## config.mk

```make
export PLATFORM = sky130hd
export DESIGN_NAME = axistream_egress_fifo
export DESIGN_NICKNAME = d
export VERILOG_FILES = /design/src/rtl/axistream_egress_fifo.sv
export SDC_FILE = /design/constraint.sdc
export NUM_CORES = 1
export LEC_CHECK = 0
export BUFFER_PORTS_ARGS = -buffer_cell sky130_fd_sc_hd__buf_2
export CAP_MARGIN = 10
export CORE_MARGIN = 10
export CORE_UTILIZATION = 55
export CTS_CLUSTER_DIAMETER = 40
export DETAILED_ROUTE_END_ITERATION = 6
export PLACE_DENSITY = 0.76
export SYNTH_ARGS = -nofsm -noshare
export SYNTH_HDL_FRONTEND = slang
export SYNTH_SLANG_ARGS = --single-unit
export TNS_END_PERCENT = 100
```

## constraint.sdc

```tcl
create_clock -name clk -period 14 [get_ports clk]
set_input_delay 2.1 -clock clk [delete_from_list [all_inputs] [get_ports clk]]
set_output_delay 2.1 -clock clk [all_outputs]
set_load 0.02 [all_outputs]
```

## src/rtl/axistream_egress_fifo.sv

```systemverilog
// Store-and-forward AXI Stream packet FIFO: a packet is released to egress only once its TLAST word
// is stored; packets longer than the buffer are consumed and discarded whole.
module axistream_egress_fifo #(
    parameter int unsigned DEPTH_LOG2 = 4,
    parameter int unsigned CNT_WIDTH  = 16
) (
    input  logic                 clk,
    input  logic                 rst_n,
    input  logic [63:0]          s_TDATA,
    input  logic                 s_TVALID,
    input  logic                 s_TLAST,
    output logic                 s_TREADY,
    output logic [63:0]          m_TDATA,
    output logic                 m_TVALID,
    output logic                 m_TLAST,
    input  logic                 m_TREADY,
    output logic                 drop_pulse,
    output logic [CNT_WIDTH-1:0] drop_count
);

    localparam int unsigned DEPTH = 1 << DEPTH_LOG2;
    localparam int unsigned PW    = DEPTH_LOG2 + 1;

    typedef enum logic [0:0] {StStore, StDrop} state_e;

    logic [64:0]          mem_q [DEPTH];
    logic [64:0]          rd_word;
    logic [PW-1:0]        wr_ptr_q, wr_ptr_d;
    logic [PW-1:0]        commit_ptr_q, commit_ptr_d;
    logic [PW-1:0]        rd_ptr_q, rd_ptr_d;
    logic [PW-1:0]        pkt_words_q, pkt_words_d;
    state_e               state_q, state_d;
    logic [63:0]          m_tdata_q, m_tdata_d;
    logic                 m_tlast_q, m_tlast_d;
    logic                 m_tvalid_q, m_tvalid_d;
    logic                 drop_pulse_q, drop_pulse_d;
    logic [CNT_WIDTH-1:0] drop_count_q, drop_count_d;
    logic                 full;
    logic                 s_hs;
    logic                 mem_we;
    logic                 load;

    // Full uses the pre-edge rd_ptr; a same-cycle egress load frees space only next cycle.
    assign full     = (wr_ptr_q - rd_ptr_q) == PW'(DEPTH);
    assign s_TREADY = rst_n && ((state_q == StDrop) || !full);
    assign s_hs     = s_TVALID && s_TREADY;

    always_comb begin
        state_d      = state_q;
        wr_ptr_d     = wr_ptr_q;
        commit_ptr_d = commit_ptr_q;
        pkt_words_d  = pkt_words_q;
        mem_we       = 1'b0;
        drop_pulse_d = 1'b0;
        drop_count_d = drop_count_q;
        unique case (state_q)
            StStore: begin
                if (s_hs) begin
                    mem_we   = 1'b1;
                    wr_ptr_d = wr_ptr_q + PW'(1);
                    if (s_TLAST) begin
                        commit_ptr_d = wr_ptr_q + PW'(1);
                        pkt_words_d  = '0;
                    end else if (pkt_words_q + PW'(1) == PW'(DEPTH)) begin
                        // Oversize packet: rewind the partial packet and swallow the rest.
                        state_d     = StDrop;
                        wr_ptr_d    = commit_ptr_q;
                        pkt_words_d = '0;
                    end else begin
                        pkt_words_d = pkt_words_q + PW'(1);
                    end
                end
            end
            StDrop: begin
                if (s_hs && s_TLAST) begin
                    drop_pulse_d = 1'b1;
                    if (drop_count_q != '1) begin
                        drop_count_d = drop_count_q + CNT_WIDTH'(1);
                    end
                    state_d = StStore;
                end
            end
        endcase
    end

    assign load    = (rd_ptr_q != commit_ptr_q) && (!m_tvalid_q || m_TREADY);
    assign rd_word = mem_q[rd_ptr_q[DEPTH_LOG2-1:0]];

    always_comb begin
        rd_ptr_d   = rd_ptr_q;
        m_tdata_d  = m_tdata_q;
        m_tlast_d  = m_tlast_q;
        m_tvalid_d = m_tvalid_q && !m_TREADY;
        if (load) begin
            rd_ptr_d   = rd_ptr_q + PW'(1);
            m_tdata_d  = rd_word[63:0];
            m_tlast_d  = rd_word[64];
            m_tvalid_d = 1'b1;
        end
    end

    always_ff @(posedge clk) begin
        if (mem_we) begin
            mem_q[wr_ptr_q[DEPTH_LOG2-1:0]] <= {s_TLAST, s_TDATA};
        end
    end

    always_ff @(posedge clk or negedge rst_n) begin
        if (!rst_n) begin
            state_q      <= StStore;
            wr_ptr_q     <= '0;
            commit_ptr_q <= '0;
            rd_ptr_q     <= '0;
            pkt_words_q  <= '0;
            m_tdata_q    <= '0;
            m_tlast_q    <= 1'b0;
            m_tvalid_q   <= 1'b0;
            drop_pulse_q <= 1'b0;
            drop_count_q <= '0;
        end else begin
            state_q      <= state_d;
            wr_ptr_q     <= wr_ptr_d;
            commit_ptr_q <= commit_ptr_d;
            rd_ptr_q     <= rd_ptr_d;
            pkt_words_q  <= pkt_words_d;
            m_tdata_q    <= m_tdata_d;
            m_tlast_q    <= m_tlast_d;
            m_tvalid_q   <= m_tvalid_d;
            drop_pulse_q <= drop_pulse_d;
            drop_count_q <= drop_count_d;
        end
    end

    assign m_TDATA    = m_tdata_q;
    assign m_TLAST    = m_tlast_q;
    assign m_TVALID   = m_tvalid_q;
    assign drop_pulse = drop_pulse_q;
    assign drop_count = drop_count_q;

endmodule

```

==> impl_metrics.yaml <==
timing:
  rsz0062_at_grt: "no"
  period_minus_slack_ns: 5.05
  max_slew_margin_pct: 16.0
  finalSetupTns_ns: 0
  setup_viol: 0
  fin_crit_sh_pct: 36.1
  worst_slew_pin_slew_ns: 1.26
  drv_slew: 0
  hold_violations: 0
  clock.fmax_mhz: 198
  hold_ws_ns: 0.499
  clock_skew_ns: 0.0368
synthesis:
  yosysWarnings: 0
  synth-seq-cells: 1144
  syn_nets: 2022
  syn_area_um2: 43300
  synth.distinct_cells: 46
  synthArstFlopShare_pct: 9.09
  synth_edf_count: 1040
  seq_area_frac_synth_pct: 78.1
  synth.largest_area_cell: "edfxtp_1"
  synth_ff_type: "edfxtp_1"
  synth_area_leaders: "edfxtp_1 72%, mux4_2 14%, dfrtp_1 6.0%"
  synth_area_per_cell_um2: 22.3
  syn-instance-count: 1942
  yosys.area.top_type_share_pct: 72.1
power_and_ir_drop:
  p_sw_share_pct: 28.9
  p_leak_nw: 16.6
  power_frac_comb_pct: 24.3
  power_frac_seq_pct: 40.5
  ir_drop_mv: 0.270
  clockPowerShare_pct: 35.2
  internal-power_mw: 7.38
  power_mw: 10.4
  p_per_area_nw_per_um2: 208
  net-switching-power_mw: 3.00
floorplanning:
  die_x_um: 301
  rows: 102
  start_util_pct: 55.7
  die_area_um2: 90400
  die_y_um: 301
  coreArea_um2: 77700
  pin_count: 153
global_route:
  grt_max_degree: 133
  track_usage_pct: 21.1
  grt_pass1_wl_mm: 143
  grt_overflow: 0
  antenna_found_initial: 8
  grt_pass1_vias: 22200
final_layout:
  utilization_pct: 64.3
  nFillCells: 4921
  layout-drive-gt1-share_pct: 33.3
  layout.nets: 2230
  synthToLayoutAreaGrowth_pct: 15.4
  finalNonFillerCells: 3309
min_path:
  holdCritPathClass: "flop to flop"
critical_path:
  crit_fanout: 36
  crit_required_ns: 11.90
  cp.arrival_ns: 2.95
  startpoint_type: "flop"
  crit_type: "flop to primary output"
  setup.worst_path.end_class: "primary output"
route:
  ant_nets: 0
  drt-pass1-iter-count: 6
  vias: 20600
  vias_per_cell: 6.22
  drcViolationCount: 0
  drt-wirelength-per-cell_um: 28.4
  drt_iter0_drc: 2556
  wirelength_mm: 93.8
clocking:
  cts_tree: "yes"
  post_cts_buffers: 0
  cts-resized-gates: 0
  hold_buffers: 0
  clockBufferDepth: 3
  cts.clk_slew.worst_paths_ns: 0.06
  cts_buffers: 135
  htreeDepth: 4
  worstSkewPairLatency_ns: 0.72
  clock_sink_count: 1144
  cts_root_buf: "clkbuf_16"
placed_design:
  place.gp.congestion: 0.741
  portBuffers: 152
  hpwl_mm: 45.6
  place_inst: 3053
flow_run:
  max_cap_viol_count: 0
outcome:
  status: "finished clean"
## layout by cell type (no fill, tap or decap), types with 16 or more instances in the layout
master     count
edfxtp_1    1040
mux4_2       260
buf_2        151
clkbuf_16    139
a22oi_1      130
dfrtp_1      102
nand2_1       81
mux2_2        72
xnor2_1       22
bufinv_16     20
buf_4         17
clkinv_2      16
clkbuf_1      16
## cell families (layout without fill, tap and decap cells)
kind of cell | after synthesis | in the layout | share of synthesized area (%)
compound gates | 159 | 159 | 2.78
xor+xnor | 30 | 30 | 0.606
fa+ha+maj | 11 | 11 | 0.318
buf+inv | 107 | 427 | 1.07
flops | 1144 | 1144 | 78.1
mux | 335 | 335 | 15.5
other cells | 0 | 7 | 0
simple gates | 156 | 156 | 1.69
## power groups by stage
stage	logic (mW)	registers [mW]	clock network, mW
after floorplan	1.75	4.29	0
after global placement	2.47	4.25	0
after detailed placement	2.52	4.26	0
after CTS	2.56	4.20	3.71
after global routing	2.72	4.23	3.84
final	2.52	4.20	3.65
## path summary, 6_finish.rpt
kind / startpoint / depth (start not counted) / slack (ns) / to
setup reg to reg: rd_ptr_q[0] / 6 / 9.68 / m_TDATA[34]
hold / removal: m_TLAST / 1 / 0.50 / m_TLAST
setup / recovery: rd_ptr_q[0] / 6 / 8.95 / s_TREADY
max in group asynchronous: rst_n / 2 / 11.42 / m_TDATA[19]
min in group asynchronous: rst_n / 1 / 1.36 / pkt_words_q[0]
hold reg to reg: m_TLAST / 1 / 0.50 / m_TLAST
## cells in the mapped netlist (5+ instances only)
cell type  count
dfrtp_1      104
nand4_1        6
ha_1          11
buf_1          5
o21ai_0        9
mux4_2       260
mux2_2        72
nand2_1       81
nor2_1        16
buf_2         36
edfxtp_1    1040
xnor2_1       22
a22oi_1      130
inv_1          8
xor2_1         8
and2_1         9
and3_1        10
nand3_1       14
clkbuf_1      55
## critical path: stages (launching register included)
cell     delay (ns)
dfrtp_4        0.92
ha_1           0.29
nor3b_1        0.28
xnor2_1        0.17
nor4_1         0.30
nor2b_1        0.09
buf_2          0.17
## through the flow
step | instance area, um2 | worst slack (ns)
after CTS | 50000 | 8.85
after detailed placement | 45200 | 8.77
after floorplan | 43300 | 8.14
after global placement | 45200 | 8.91
after global routing | 50000 | 8.71
final | 50000 | 8.95
## state kept, by name, indices dropped and copies added, names as in the netlist, 5 cells and up
register / cells
pkt_words_q: 5
drop_count: 16
rd_ptr_q: 5
commit_ptr_q: 5
m_TDATA: 64
wr_ptr_q: 5
mem_q: 1040
## layout make-up
type	instances	area [um2]	area share, %
clock buffers	159	3590	7.19
diodes	7	17.5	0.0350
clock inverters	90	1150	2.29
repair buffers	170	915	1.83
inverters	8	30.0	0.0601
well taps	1040	1300	2.60
flip-flops and latches	1144	33800	67.7
multi-input cells	691	9140	18.3
## per-layer routing
metal  vias to the layer above  GRT usage, %  share of wire [%]
li1                       8596             -                  -
met4                         2          7.17                2.3
met2                       948          34.0                 50
met1                     10900          28.2                 39
met5                         -             0              0.011
met3                       172          5.33                8.1
No activity file was read; power rests on OpenSTA's default activity.
